--- config.mk ---
export PLATFORM = sky130hd
export DESIGN_NAME = rf_write_arbiter
export DESIGN_NICKNAME = d
export VERILOG_FILES = /design/src/rtl/rf_write_arbiter.sv
export SDC_FILE = /design/constraint.sdc
export NUM_CORES = 1
export LEC_CHECK = 0
export CORE_ASPECT_RATIO = 1.1
export CORE_MARGIN = 3
export CORE_UTILIZATION = 40
export CTS_CLUSTER_DIAMETER = 40
export DETAILED_ROUTE_END_ITERATION = 6
export PLACE_DENSITY_LB_ADDON = 0.15
export RECOVER_POWER = 25
export SYNTH_ARGS = -nofsm -noshare
export SYNTH_HDL_FRONTEND = slang
export SYNTH_SLANG_ARGS = --single-unit
--- constraint.sdc ---
create_clock -name clk -period 3.7 [get_ports clk]
set_clock_uncertainty 0.1 [all_clocks]
set_input_delay 0.925 -clock clk [delete_from_list [all_inputs] [get_ports clk]]
set_output_delay 0.925 -clock clk [all_outputs]
set_load 0.005 [all_outputs]
--- src/rtl/rf_write_arbiter.sv ---
// rf_write_arbiter: shares the single register-file write port between the
// WB stage (always wins) and the MDU (one-entry buffer when it loses).
// Tracks in-flight MDU destinations in a busy scoreboard and raises a
// registered stall request when a buffered result has waited too long.
// Optional feature: define RF_ARB_BYPASS_EN to let an MDU result that meets
// an empty buffer and an idle WB stage write straight through in its
// handshake cycle.
module rf_write_arbiter #(
  parameter int STARVE_LIMIT = 4
) (
  input  logic        clk,
  input  logic        rst,
  input  logic        wb_we,
  input  logic [4:0]  wb_rd,
  input  logic [31:0] wb_data,
  input  logic        mdu_valid,
  input  logic [4:0]  mdu_rd,
  input  logic [31:0] mdu_data,
  output logic        mdu_ready,
  input  logic        iss_valid,
  input  logic [4:0]  iss_rd,
  output logic [31:0] busy,
  output logic        stall_req,
  output logic        rf_we,
  output logic [4:0]  rf_waddr,
  output logic [31:0] rf_wdata
);

  typedef enum logic {BUF_EMPTY = 1'b0, BUF_FULL = 1'b1} buf_state_e;

  localparam logic [3:0] LIMIT = 4'(STARVE_LIMIT);

  buf_state_e  state_q, state_d;
  logic [4:0]  buf_rd_q, buf_rd_d;
  logic [31:0] buf_data_q, buf_data_d;
  logic [31:0] busy_q, busy_d;
  logic [3:0]  cnt_q, cnt_d;
  logic        stall_q, stall_d;

  logic        wb_eff, mdu_eff, full, drain, drop, bypass, capture;
  logic [31:0] set_mask, clr_mask;

  // Saturating increment for the 4-bit starvation counter.
  function automatic logic [3:0] sat_inc(input logic [3:0] v);
    return (v == 4'hF) ? v : v + 4'd1;
  endfunction

  assign mdu_ready = (state_q == BUF_EMPTY);
  assign busy      = busy_q;
  assign stall_req = stall_q;

  // Classify this cycle's requests and the buffer's fate.
  always_comb begin
    wb_eff  = wb_we && (wb_rd != 5'd0);
    mdu_eff = mdu_valid && (mdu_rd != 5'd0);
    full    = (state_q == BUF_FULL);
    drain   = full && !wb_eff;
    // A younger WB write to the buffered register makes the buffered value dead.
    drop    = full && wb_eff && (wb_rd == buf_rd_q);
`ifdef RF_ARB_BYPASS_EN
    bypass  = !full && mdu_eff && !wb_eff;
`else
    bypass  = 1'b0;
`endif
    // A handshake with rd == 0 is accepted but never captured.
    capture = !full && mdu_eff && !bypass;
  end

  // Write-port mux: WB, then buffer, then (optionally) direct MDU bypass.
  always_comb begin
    rf_we    = 1'b0;
    rf_waddr = 5'd0;
    rf_wdata = 32'd0;
    if (!rst) begin
      if (wb_eff) begin
        rf_we    = 1'b1;
        rf_waddr = wb_rd;
        rf_wdata = wb_data;
      end else if (full) begin
        rf_we    = 1'b1;
        rf_waddr = buf_rd_q;
        rf_wdata = buf_data_q;
      end else if (bypass) begin
        rf_we    = 1'b1;
        rf_waddr = mdu_rd;
        rf_wdata = mdu_data;
      end
    end
  end

  // Next buffer, scoreboard and starvation state.
  always_comb begin
    state_d    = state_q;
    buf_rd_d   = buf_rd_q;
    buf_data_d = buf_data_q;
    if (drain || drop) begin
      state_d = BUF_EMPTY;
    end else if (capture) begin
      state_d    = BUF_FULL;
      buf_rd_d   = mdu_rd;
      buf_data_d = mdu_data;
    end

    clr_mask = 32'd0;
    set_mask = 32'd0;
    if (drain || drop) clr_mask[buf_rd_q] = 1'b1;
    if (bypass)        clr_mask[mdu_rd]   = 1'b1;
    if (iss_valid && (iss_rd != 5'd0)) set_mask[iss_rd] = 1'b1;
    // Set is applied after clear so a same-cycle reissue keeps the bit.
    busy_d = ((busy_q & ~clr_mask) | set_mask) & ~32'd1;

    cnt_d   = (full && !drain && !drop) ? sat_inc(cnt_q) : 4'd0;
    stall_d = (cnt_d >= LIMIT);
  end

  // Control state with synchronous reset; a reset drops any buffered result.
  always_ff @(posedge clk) begin
    if (rst) begin
      state_q <= BUF_EMPTY;
      busy_q  <= 32'd0;
      cnt_q   <= 4'd0;
      stall_q <= 1'b0;
    end else begin
      state_q <= state_d;
      busy_q  <= busy_d;
      cnt_q   <= cnt_d;
      stall_q <= stall_d;
    end
  end

  // Buffer payload; only meaningful while the buffer is FULL.
  always_ff @(posedge clk) begin
    buf_rd_q   <= buf_rd_d;
    buf_data_q <= buf_data_d;
  end

endmodule

==> flow_summary_export.csv <==
group,metric,value,unit
cts,cts_buffer_depth,2,
place,dp_cells,656,
die,ioPinCount,156,
sta,slew_headroom,37.91,%
layout,n_fill_cell,735,
layout,multi_input_area,1677,um^2
routing,post_drt_wl_per_cell,16.89,um
routing,drc_errors,0,
critical_path,cp_max_fo,7,
logic_synthesis,synthFlopType,"edfxtp_1",
logic_synthesis,netlist.top_cell.by_area,"edfxtp_1",
critical_path,start_kind,"primary input",
logic_synthesis,synth_commonest_cells,"98 x nor2_1, 42 x nand2_1, 41 x a21oi_1, 41 x nand3_1",
die,die_area,10070,um^2
logic_synthesis,ys_ff_latch,74,
min_path,min_path_type,"flop to flop",
sta,min_period,3.665,ns
layout,nets,650,
layout,final_cells,683,
logic_synthesis,ys_warn_count,0,
logic_synthesis,ys_types,36,
sta,drv_slew,0,
critical_path,crit-reg2reg-launch,"full",
layout,register_area,1852,um^2
cts,cts.clk_slew.worst_paths,0.07,ns
pwr,cellLeakagePower,2.056,nW
cts,cts-root-buf,"clkbuf_8",
grt,grt_max_degree,45,
sta,fmax,0.2728,GHz
logic_synthesis,netlist.area_leader.share,31.20,%
cts,cts_tree,"built",
die,core.rowCount,35,
sta,whs,0.3963,ns
logic_synthesis,synth_area,3561,um^2
logic_synthesis,syn_avg_cell_area,8.792,um^2
logic_synthesis,synth_edf_count,37,
cts,cts_sinks,74,
grt,grt.overflow.total,0,
status,status,"complete, no violations",
sta,finalCritPeriodShare,99.07,%
routing,viasPerCell,5.306,
cts,cts_buffers,9,
critical_path,worstPathRequired,2.67,ns
grt,grt_pass1_vias,3579,
cts,htreeDepth,3,
cts,clk_latency,0.34,ns
logic_synthesis,syn_nets,490,
critical_path,cp_data_arrival_time,2.64,ns
routing,drtIter0Drc,134,
layout,syn_to_final_growth,55.52,%
logic_synthesis,synth_area_leaders,"edfxtp_1 31%, dfxtp_1 21%, nor2_1 10%, a211oi_1 6.1%, a21oi_1 5.8%",
routing,vias,3624,
critical_path,criticalPathCategory,"primary input to primary output",
run,cap_violations,0,
routing,drt_wl_total,11540,um
critical_path,worst_setup_path_end_kind,"primary output",
die,die_w,95.96,um
critical_path,cp-startpoint,"wb_rd[3]",
logic_synthesis,synth-seq-area-share,52.00,%
grt,grt_pass1_wl,17560,um
place,place_ws,-0.5022,ns
grt,grt_usage,22.56,%
die,start_util,41.70,%
logic_synthesis,async_reset_ff_share,0,%
sta,worst_slack,0.03455,ns
place,place_congestion,0.8250,
grt,grt_antenna_before_repair,2,
die,core,8539,um^2
sta,hold_viol,0,
layout,drive_gt1_share,14.74,%
place,hpwl,7984,um
die,die_h,105.0,um
logic_synthesis,syn_inst,405,
sta,setup_viol,0,
sta,final.setup.tns,0,ns
routing,ant_nets,0,
logic_synthesis,yosysMostFrequentCell,"nor2_1",
pwr,vdd_drop_max,192.6,uV
routing,drtPass1Iterations,5,
min_path,hp-start,"busy[21]",
pwr,power_density,326.0,nW/um^2
layout,utilization,64.85,%
place,io_buffers,154,
sta,max_slew.worst_pin.slew,0.9314,ns
[repair_timing]
action,in CTS,in global routing
resized for setup,114,14
hold buffers,0,0
pin swaps,22,9
setup endpoints to repair,38,28
cloned,4,0
buffers inserted,7,0
[cell usage in the layout (no fill, tap or decap), types with 3 or more instances in the layout]
cell type and count:
buf_2 18, buf_12 3, dfxtp_1 37, clkdlybuf4s50_1 67, nand3b_1 6, buf_16 3
buf_4 15, o21ai_0 3, nand3_2 6, o22ai_2 3, xnor2_1 6, clkbuf_1 6
a21oi_2 9, a21oi_1 32, nand2_1 42, dlygate4sd3_1 44, a211oi_1 29, nand3_1 33
inv_1 3, nor2_1 98, dlygate4sd2_1 21, nand4bb_1 3, edfxtp_1 37, nand4b_1 3
clkbuf_8 10
[layer usage]
layer	vias to the layer above	global-route usage, %	wire (um)
met5	-	0	0
met4	0	5.691	121
met3	11	7.919	967
met2	147	37.80	5852
met1	1704	27.29	4596
li1	1762	-	-
[power breakdown]
group | total (W) | internal, W | switching (W)
Sequential | 0.000927 | 0.000903 | 0.0000242
Combinational | 0.000330 | 0.000169 | 0.000162
Clock | 0.000547 | 0.000265 | 0.000283
[kinds of logic after synthesis]
family,Yosys count,share of synthesized area (%)
xor gates and xnor gates,6,1.476
and+or+nand+nor,208,26.42
muxes,1,0.2811
adders and majority gates,1,0.3513
DFF,74,52.00
buffers and inverters,31,3.865
AOI/OAI and AO/OA,83,15.50
other,1,0.1053
[per-stage QoR]
step                      area (um^2)  total power [W]
after floorplan                  3561         0.001069
after global placement           5245         0.001261
after detailed placement         5245         0.001266
after CTS                        5505         0.001817
after global routing             5538         0.001881
final                            5538         0.001805
[area by class of cell]
class	instances	share of cell area, %
well taps	111	2.508
diodes	2	0.09038
clock buffers	16	2.892
inverters	3	0.2033
multi-input cells	300	30.28
repair buffers	177	30.59
flip-flops and latches	74	33.44
[registers in the layout (all words and copies together), names as in the netlist]
name        cells
buf_data_q     32
busy           31
buf_rd_q        5
cnt_q           4
full            1
stall_req       1
[critical path, cell delays in order]
cell           delay, ns
dlygate4sd2_1       0.26
or4_4               0.45
o21ai_4             0.17
buf_4               0.15
buf_4               0.15
a32oi_1             0.10
nor2_1              0.13
dlygate4sd2_1       0.29
[worst paths after layout]
check | slack, ns | depth (start not counted) | end
min | 0.40 | 2 | busy[21]
min reg2reg | 0.40 | 2 | busy[21]
max reg2reg | 1.38 | 5 | busy[5]
max | 0.03 | 8 | rf_waddr[3]
Note: power is estimated with default switching activity, not from simulation.
